==> src/rtl/led_pattern_pkg.sv <==
// Shared encodings for the LED pattern engine: step modes and direction values.
package led_pattern_pkg;

    typedef logic [1:0] mode_t;

    localparam mode_t MODE_ROTATE = 2'd0;
    localparam mode_t MODE_BOUNCE = 2'd1;
    localparam mode_t MODE_FILL   = 2'd2;
    localparam mode_t MODE_BLINK  = 2'd3;

    localparam logic DIR_LEFT  = 1'b0;
    localparam logic DIR_RIGHT = 1'b1;

endpackage

==> src/rtl/step_timer.sv <==
// Period counter for the LED pattern engine; raises tick on the last cycle of each period.
module step_timer #(
    parameter int unsigned CNT_W = 27
) (
    input  logic             clk,
    input  logic             resetn,
    input  logic             run_i,
    input  logic             clr_i,
    input  logic [CNT_W-1:0] period_i,
    output logic             tick_o
);

    logic [CNT_W-1:0] cnt_q, cnt_d;
    logic [CNT_W-1:0] period_m1;

    // Period 0 behaves as 1; comparing with >= lets a lowered period take effect immediately.
    assign period_m1 = (period_i == '0) ? '0 : period_i - CNT_W'(1);
    assign tick_o    = run_i & (cnt_q >= period_m1);

    always_comb begin
        cnt_d = cnt_q;
        if (clr_i) begin
            cnt_d = '0;
        end else if (run_i) begin
            cnt_d = tick_o ? '0 : cnt_q + CNT_W'(1);
        end
    end

    always_ff @(posedge clk) begin
        if (!resetn) begin
            cnt_q <= '0;
        end else begin
            cnt_q <= cnt_d;
        end
    end

endmodule

==> src/rtl/led_pattern_engine.sv <==
// LED pattern generator: rotate, bounce, fill or blink an LED_W-bit pattern once per period.
module led_pattern_engine
    import led_pattern_pkg::*;
#(
    parameter int unsigned      LED_W    = 16,
    parameter int unsigned      CNT_W    = 27,
    parameter logic [LED_W-1:0] INIT_PAT = 16'hfffe
) (
    input  logic             clk,
    input  logic             resetn,
    input  logic             run_i,
    input  logic [1:0]       mode_i,
    input  logic             dir_i,
    input  logic [CNT_W-1:0] period_i,
    input  logic             load_i,
    input  logic [LED_W-1:0] load_pat_i,
    output logic [LED_W-1:0] led_o,
    output logic             step_o,
    output logic             bounce_dir_o
);

    localparam int unsigned    PW     = (LED_W > 1) ? $clog2(LED_W) : 1;
    localparam logic [PW-1:0]  PosMax = PW'(LED_W - 1);

    logic [LED_W-1:0] led_q, led_d;
    logic [LED_W-1:0] pat_q, pat_d;
    logic [PW-1:0]    pos_q, pos_d;
    logic             dir_q, dir_d;
    logic             step_q, step_d;
    logic             tick;

    logic [LED_W-1:0] led_rol, led_ror, led_shl, led_shr;

    step_timer #(
        .CNT_W (CNT_W)
    ) u_step_timer (
        .clk      (clk),
        .resetn   (resetn),
        .run_i    (run_i),
        .clr_i    (load_i),
        .period_i (period_i),
        .tick_o   (tick)
    );

    assign led_rol = {led_q[LED_W-2:0], led_q[LED_W-1]};
    assign led_ror = {led_q[0], led_q[LED_W-1:1]};
    assign led_shl = {led_q[LED_W-2:0], 1'b0};
    assign led_shr = {1'b0, led_q[LED_W-1:1]};

    always_comb begin
        led_d  = led_q;
        pat_d  = pat_q;
        pos_d  = pos_q;
        dir_d  = dir_q;
        step_d = 1'b0;

        if (load_i) begin
            // Load outranks a coincident tick, which is simply dropped.
            led_d = load_pat_i;
            pat_d = load_pat_i;
            pos_d = '0;
            dir_d = dir_i;
        end else if (run_i) begin
            // Outside BOUNCE the internal direction shadows dir so entering BOUNCE starts in dir.
            if (mode_i != MODE_BOUNCE) begin
                dir_d = dir_i;
            end
            if (tick) begin
                step_d = 1'b1;
                unique case (mode_i)
                    MODE_ROTATE: begin
                        led_d = (dir_i == DIR_LEFT) ? led_rol : led_ror;
                    end
                    MODE_BOUNCE: begin
                        if (dir_q == DIR_LEFT) begin
                            led_d = led_rol;
                            pos_d = (pos_q == PosMax) ? '0 : pos_q + PW'(1);
                            if (pos_d == PosMax) begin
                                dir_d = DIR_RIGHT;
                            end
                        end else begin
                            led_d = led_ror;
                            pos_d = (pos_q == '0) ? PosMax : pos_q - PW'(1);
                            if (pos_d == '0) begin
                                dir_d = DIR_LEFT;
                            end
                        end
                    end
                    MODE_FILL: begin
                        if (led_q == '0) begin
                            led_d = pat_q;
                        end else begin
                            led_d = (dir_i == DIR_LEFT) ? led_shl : led_shr;
                        end
                    end
                    MODE_BLINK: begin
                        led_d = ~led_q;
                    end
                endcase
            end
        end
    end

    always_ff @(posedge clk) begin
        if (!resetn) begin
            led_q  <= INIT_PAT;
            pat_q  <= INIT_PAT;
            pos_q  <= '0;
            dir_q  <= DIR_LEFT;
            step_q <= 1'b0;
        end else begin
            led_q  <= led_d;
            pat_q  <= pat_d;
            pos_q  <= pos_d;
            dir_q  <= dir_d;
            step_q <= step_d;
        end
    end

    assign led_o        = led_q;
    assign step_o       = step_q;
    assign bounce_dir_o = dir_q;

endmodule

==> config.mk <==
export PLATFORM = sky130hd
export DESIGN_NAME = led_pattern_engine
export DESIGN_NICKNAME = d
export VERILOG_FILES = /design/src/rtl/led_pattern_pkg.sv /design/src/rtl/step_timer.sv /design/src/rtl/led_pattern_engine.sv
export SDC_FILE = /design/constraint.sdc
export NUM_CORES = 1
export LEC_CHECK = 0
export ABC_AREA = 1
export BUFFER_PORTS_ARGS = -buffer_cell sky130_fd_sc_hd__buf_2
export CAP_MARGIN = 20
export CORE_UTILIZATION = 50
export DETAILED_ROUTE_END_ITERATION = 7
export PLACE_DENSITY = 0.7
export SLEW_MARGIN = 10
export SYNTH_ARGS = -nofsm -noshare
export SYNTH_HDL_FRONTEND = slang
export SYNTH_HIERARCHICAL = 1
export SYNTH_SLANG_ARGS = --single-unit
==> constraint.sdc <==
create_clock -name clk -period 4 [get_ports clk]
set_input_delay 0.4 -clock clk [delete_from_list [all_inputs] [get_ports clk]]
set_output_delay 0.4 -clock clk [all_outputs]
set_load 0.005 [all_outputs]
Yosys cells after proc, flatten, opt, wreduce, memory -nomap -nowiden
Index checks and enable logic that the tools add are counted.
{"block": "totals", "reg_bits": 65, "in_bits": 50, "output_inout_bits": 18, "wordCells": 54}
{"block": "op_classes", "addsub": 4, "magnitude_cmp": 1, "n_eq_ne": 6, "muxes": 22, "n_bitwise": 4, "reduce_logical": 11}
{"cell": "$mux 16", "count": 7}
{"cell": "$pmux 16 s4", "count": 1}
{"cell": "$mux 27", "count": 2}
{"cell": "$add 27x1->27 const B", "count": 1}
{"cell": "$ge 27x27->1", "count": 1}
{"cell": "$logic_not 27->1", "count": 1}
{"cell": "$sub 27x1->27 const B", "count": 1}
{"cell": "$logic_not 16->1", "count": 1}
{"cell": "$not 16->16", "count": 1}
{"cell": "$mux 4", "count": 3}
{"cell": "$mux 1", "count": 9}
{"cell": "$eq 4x4->1 const B", "count": 2}
{"cell": "$logic_not 4->1", "count": 2}
{"cell": "$add 4x1->4 const B", "count": 1}
{"cell": "$eq 2x2->1 const B", "count": 2}
{"cell": "$reduce_bool 2->1", "count": 2}
{"cell": "$sub 4x1->4 const B", "count": 1}
{"cell": "$reduce_and 3->1", "count": 1}
{"cell": "$reduce_or 3->1", "count": 1}
{"cell": "$eq 2x1->1 const B", "count": 1}
{"cell": "$logic_not 2->1", "count": 1}
{"cell": "$ne 2x1->1 const B", "count": 1}
{"cell": "$not 1->1", "count": 2}
{"cell": "$reduce_and 2->1", "count": 1}
{"cell": "2 further kinds", "count": 2}

Depth between registers and ports, before layout
{"block": "logic_depth", "word_depth": 9, "ltp_mapped": 29, "mapped_depth_nobuf": 28}

Modules after synthesis
The synthesis kept the hierarchy.
{"mod": "step_timer", "instances": 1, "cells_each": 447, "area_per_inst_um2": 2831.5, "seq_area_each_um2": 540.5}
{"mod": "led_pattern_engine", "instances": 1, "cells_each": 442, "area_per_inst_um2": 2638.8, "seq_area_each_um2": 760.7}

Least setup slack after synthesis
OpenSTA, ideal clock, no wires.
{"block": "synth_timing", "path_kind": "input -> register", "start": "in period_i[0]", "end": "reg led_q[0] (netlist: led_o[0])", "setup_ps": 122, "t_arrival_ps": 3123, "t_required_ps": 3878, "path_slack_ps": 755, "stages": 25, "path_buffers": 3, "cell_sequence": "inv_1 > ha_1 > nand2_1 > nor2_4 > nand2_2 > nor2_4 > nand2_2 > buf_6 > buf_6 > nand2_1 > ha_1 > nand2_1 > nor2_1 > and2_1 > nand2_1 > nand3_1 > nand2_1 > nand3_1 > nand2_1 > inv_1 > a21oi_1 > inv_1 > clkbuf_1 > o21ai_0 > a21oi_2"}
{"block": "synth_via", "elab_chain_cells": 6, "word_cells_on_any_way": 7, "cone_classes": "1 x add/sub; 1 x order compare; 1 x mux; 1 x bitwise; 3 x reduce/logical"}
{"element": "from (decl)", "line_no": "led_pattern_engine.sv:14", "text": "input logic [CNT_W-1:0] period_i,"}
{"element": "$sub 27x1->27 or $logic_not 27->1 (tied branches)", "line_no": "step_timer.sv:17", "text": "assign period_m1 = (period_i == '0) ? '0 : period_i - CNT_W'(1);"}
{"element": "$mux 27 *", "line_no": "step_timer.sv:17"}
{"element": "$ge 27x27->1 *", "line_no": "step_timer.sv:18", "text": "assign tick_o = run_i & (cnt_q >= period_m1);"}
{"element": "$and 1x1->1 *", "line_no": "step_timer.sv:18"}
{"element": "via tick", "line_no": "led_pattern_engine.sv:30", "text": "logic tick;"}
{"element": "$reduce_bool 2->1 (no source line) *"}
{"element": "$reduce_and 2->1 (no source line) *"}
{"element": "to (signal assigned)", "line_no": "led_pattern_engine.sv:112", "text": "led_q <= led_d;"}
{"element": "to (decl)", "line_no": "led_pattern_engine.sv:25", "text": "logic [LED_W-1:0] led_q, led_d;"}
The timed path passes the listed nets; every way through them passes the cells marked *.
A chain may end at the register's enable or synchronous reset.

Worst setup path in the final report
{"block": "layout_timing", "start": "in period_i[0]", "end": "reg led_q[14] (netlist: led_o[14])"}
Same word-level chain as after synthesis.

==> results.md <==
- The run finished with clean final reports.
- In this design, the stage delay of the slowest critical-path cell is 0.55 ns.
- The cell chosen for the clock root is sky130_fd_sc_hd__clkbuf_8.
- The first-pass GRT wire length is 22.9 mm.
- The number of buffers on the longest clock path is 2.
- The largest fanout on the critical path is 17.
- The post-detailed-route count of antenna-violating nets is 0.
- The worst setup path is captured at a flop.
- The die height is 107 um.
- In the synthesized netlist, the number of instances is 889.
- The worst-case IR drop observed on VDD is 190 uV.
- The floorplan has 37 rows.
- The kind of path behind the tightest hold check is in2reg.
- The DRC violation count after routing is 0.
- Detailed routing inserted a total of 5626 vias.
- The number of enable-type register cells in the synthesized netlist is 0.
- Ranked by instance count, the synthesized netlist is headed by sky130_fd_sc_hd__nand2_1 (214), sky130_fd_sc_hd__inv_1 (123), sky130_fd_sc_hd__nor2_1 (96), sky130_fd_sc_hd__o21ai_0 (81), sky130_fd_sc_hd__dfxtp_1 (65).
- From left edge to right edge, the die measures 107 um.
- Hold timing on the final database bottoms out at a slack of 0.272 ns.
- The maximum number of pins on one net before global-route repair is 38.
- The depth of the worst hold-timing path is 3.
- The overall routing resource usage is 25.0%.
- After synthesis, the netlist uses 42 different library cells.
- In this run the critical register-to-register path is launched from u_step_timer/cnt_q[10].
- The sequential share of the synthesized area is 23.8%.
- By area the synthesized netlist is led by sky130_fd_sc_hd__dfxtp_1 (24%), sky130_fd_sc_hd__nand2_1 (15%), sky130_fd_sc_hd__inv_1 (8.4%), sky130_fd_sc_hd__ha_1 (7.5%), sky130_fd_sc_hd__o21ai_0 (7.4%).
- The design draws 1.48 mW.
- For this run, the post-layout net count is 1046.
- The count of final max-slew check failures came to 0.
- The number of buffers and inverters on the critical path is 4.
- The finished layout holds 1103 standard cells, fillers aside.
- The core region is 10500 sq um.
- Once the clock tree was built, the setup fixing pass inserted 0 buffers.
- The startpoint identified for the worst hold timing path is load_pat_i[11].
- Sequential cells burn 47.0% of the power.
- In this run the tool buffered the top-level ports with 67 buffer cells.
- In this run, post-CTS repair resized a total of 0 instances.
- The insertion delay to the later sink of the worst-skew pair is 0.36 ns.
- The relative contribution of combinational cells to total power is 19.5%.
- Using the TritonRoute via totals, the vias-per-cell ratio works out to 5.10.
- The CTS clock-pin slew for the worst setup and hold paths is 0.07 ns.
- The share of final-layout standard cells stronger than drive strength 1 is 16.1%.
- Of all flip-flops after synthesis, the portion carrying an async set or reset was 0%.
- The die area is 11400 sq um.
- The flip-flop and latch count after synthesis is 65.
- For this run, the detailed router's first-pass iteration total came to 5.
- Compared with the post-synthesis result, the final layout area differs by 13.0%.
- TritonCTS built the clock tree.
- The initial antenna violation count is 0.
- The number of DRC markers after the initial detailed-route iteration is 311.
- The power dissipated by switching net loads is 463 uW.
- Setup repair after global routing left no endpoint under its margin.
- The total negative slack is 0 ns.
- The top flip-flop cell by instance count after synthesis is sky130_fd_sc_hd__dfxtp_1.
- The endpoint identified for the worst register-to-register timing path is led_o[0].
- The total power density per cell area is 240 nW/um^2.
- Grouping stages by cell kind, the critical path spends the most delay in simple AND/OR/NAND/NOR gates.
- The slowest cell on the critical path is sky130_fd_sc_hd__nor2_2.
- The arrival time of the worst setup path is 3.65 ns.
- After layout, the worst path uses 83.7% of the clock period.
- In the post-synthesis netlist, the cell with the most instances is sky130_fd_sc_hd__nand2_1.
- In this run the cell area measured after placement is 5990 sq um.
- The initial utilization of the core area, before any placement, comes to 52.3%.
- The sink of the worst hold path is pat_q[11].
- The via count of the first global-routing pass is 5086.
- The mean post-synth cell area is 6.15 sq um.
- The fraction of power consumed by the clock network is 33.5%.
- The total count of hold-check failures in the final report is 0.
- Measured in cells, the most critical reg-to-reg path has a length of 14.
- The launching element type of the critical path is an input pin.
- The global placement routability congestion is 0.877.
- The fill cell total of the finished layout is 1073.
- Net switching is 31.2% of the power.
- The max capacitance violation total is 0.
- Pin placement for this block handled 68 I/O pins.
- Including well taps, the total number of placed cells is 1087.
- The worst pin sits at a relative slew slack of 48.0%.
- The maximum clock skew at final layout is 0.00964 ns.
- Clock tree synthesis inserted a total of 9 buffers.
- The number of inserted diodes is 0.
- After detailed routing, the total wire length is 13.6 mm.
- The number of nets handed over by synthesis was 972.
- The category of the critical setup timing path is in2reg.
- The highest clock frequency the design can meet is 299 MHz.
- The worst path required time is 4.31 ns.
- In this design, the critical path's most frequently occurring cell is sky130_fd_sc_hd__nand2_1.
- For this design the static power due to leakage is 3.07 nW.
- The half-perimeter wire length of the detailed placement result is 10.1 mm.
- The time the worst path needs with I/O delays and setup is 3.35 ns.
- At the pin with the least slew margin, the transition time is 0.780 ns.
- The number of warning messages in the yosys log is 6.
- Setup violations remaining at the end of the flow were counted as 0.
- The top cell type by area accounts for 23.8% of the synthesized area.
- Summed over all layers, the global routing overflow is 0.
- The post-synthesis instance area is 5470 sq um.
- Internal power comes to 1.02 mW.
- The number of buffers added to fix hold violations after cts is 0.
- With fillers left out, the area of the finished cells amounts to 6180 sq um.
- The register-to-register setup slack is 1.40 ns.
- CTS built an H-tree with a depth of 3.
- The number of sinks handled by clock tree synthesis is 65.
- Walking the worst path, the cells encountered are buf_2 > inv_1 > ha_1 > nand2_1 > nor2_4 > nand2_2 > nor2_4 > nand2_2 > a21boi_0 > o21ai_0 > ha_1 > nand4_1 > nor3_1 > nand3_1 > nand3_1 > nand2_1 > inv_1 > nand2_1 > nor2_2 > o21ai_0 > inv_1 > nand2_1 > nand2_1.
- sky130_fd_sc_hd__dfxtp_1 takes more of the synthesized area than any other cell.
- The average wire length per cell after detail routing is 12.4 um.
-- layout by cell type, fill, tap and decap left out, drive strengths merged --
cell type / synthesis / layout
nand2: 223 / 223
dfxtp: 65 / 65
nand3b: 1 / 1
a211oi: 3 / 3
xor2: 16 / 16
nand3: 54 / 54
nand4: 22 / 22
nor4: 2 / 2
and2: 1 / 1
o22ai: 2 / 2
inv: 131 / 131
o21a: 1 / 1
clkinv: 1 / 3
a21o: 6 / 6
nor3: 13 / 13
o21ai: 104 / 104
clkinvlp: 0 / 1
xnor2: 6 / 6
o211ai: 5 / 5
buf: 17 / 88
o31ai: 2 / 2
nor2: 116 / 116
ha: 33 / 33
a21oi: 52 / 52
mux2i: 1 / 1
clkbuf: 8 / 12
or2: 1 / 1
a21boi: 1 / 1
and3: 1 / 1
a31o: 1 / 1
-- power by group through the flow --
stage | logic [mW] | registers, mW | clock network (mW)
finish | 0.289 | 0.697 | 0.497
global route | 0.334 | 0.700 | 0.536
global placement | 0.277 | 0.716 | 0
floorplan | 0.190 | 0.704 | 0
detailed placement | 0.279 | 0.715 | 0
CTS | 0.280 | 0.701 | 0.505
-- area by class of cell --
| class | count | area [sq um] | area share (%) |
|---|---|---|---|
| multi-input cells | 667 | 3540 | 57.2 |
| flip-flops and latches | 65 | 1300 | 21.1 |
| repair buffers | 88 | 513 | 8.30 |
| inverters | 132 | 495 | 8.02 |
| well taps | 136 | 170 | 2.75 |
| clock buffers | 12 | 145 | 2.35 |
| clock inverters | 3 | 17.5 | 0.283 |
-- metrics by stage --
stage | setup WS (ns) | util (%)
2_1_floorplan | 0.755 | -
3_3_place_gp | 0.0440 | 57.2
3_5_place_dp | -0.00744 | 57.2
4_1_cts | 0.358 | 58.8
5_1_grt | 0.202 | 59.1
6_report | 0.653 | 59.1
-- tightest hold or removal path: stages --
cell,delay [ns]
sky130_fd_sc_hd__buf_2,0.07
sky130_fd_sc_hd__a21oi_1,0.06
sky130_fd_sc_hd__o21ai_0,0.06
-- worst max path at each step --
stage           startpoint  slack, ns  cells after the start         to
6_report       period_i[0]       0.65                     23  led_o[14]
5_1_grt        period_i[0]       0.20                     24   led_o[3]
4_1_cts        period_i[0]       0.36                     24  led_o[14]
3_5_place_dp   period_i[0]     -0.007                     23  led_o[14]
3_3_place_gp   period_i[0]       0.04                     24  led_o[14]
2_1_floorplan  period_i[0]       0.76                     25   led_o[0]
-- flip-flops by register name (all words and copies together) (netlist names) --
name	count
step_o	1
led_o	16
bounce_dir_o	1
pos_q	4
pat_q	16
u_step_timer/cnt_q	27
-- kinds of logic after synthesis --
| kind of cell | synth area share [%] |
|---|---|
| fa+ha+maj | 7.55 |
| mux | 0.183 |
| simple gates | 35.8 |
| compound gates | 17.6 |
| xor+xnor | 3.52 |
| buf+inv | 11.6 |
| flops | 23.8 |
-- routing by layer --
metal | track usage [%] | vias up | wire length, um
met1 | 30.1 | 2440 | 6290
met3 | 3.83 | 22 | 626
met2 | 43.9 | 138 | 6420
met4 | 10.6 | 0 | 306
met5 | 0 | - | 0
li1 | - | 3026 | -
Note: power is estimated with default switching activity, not from simulation.
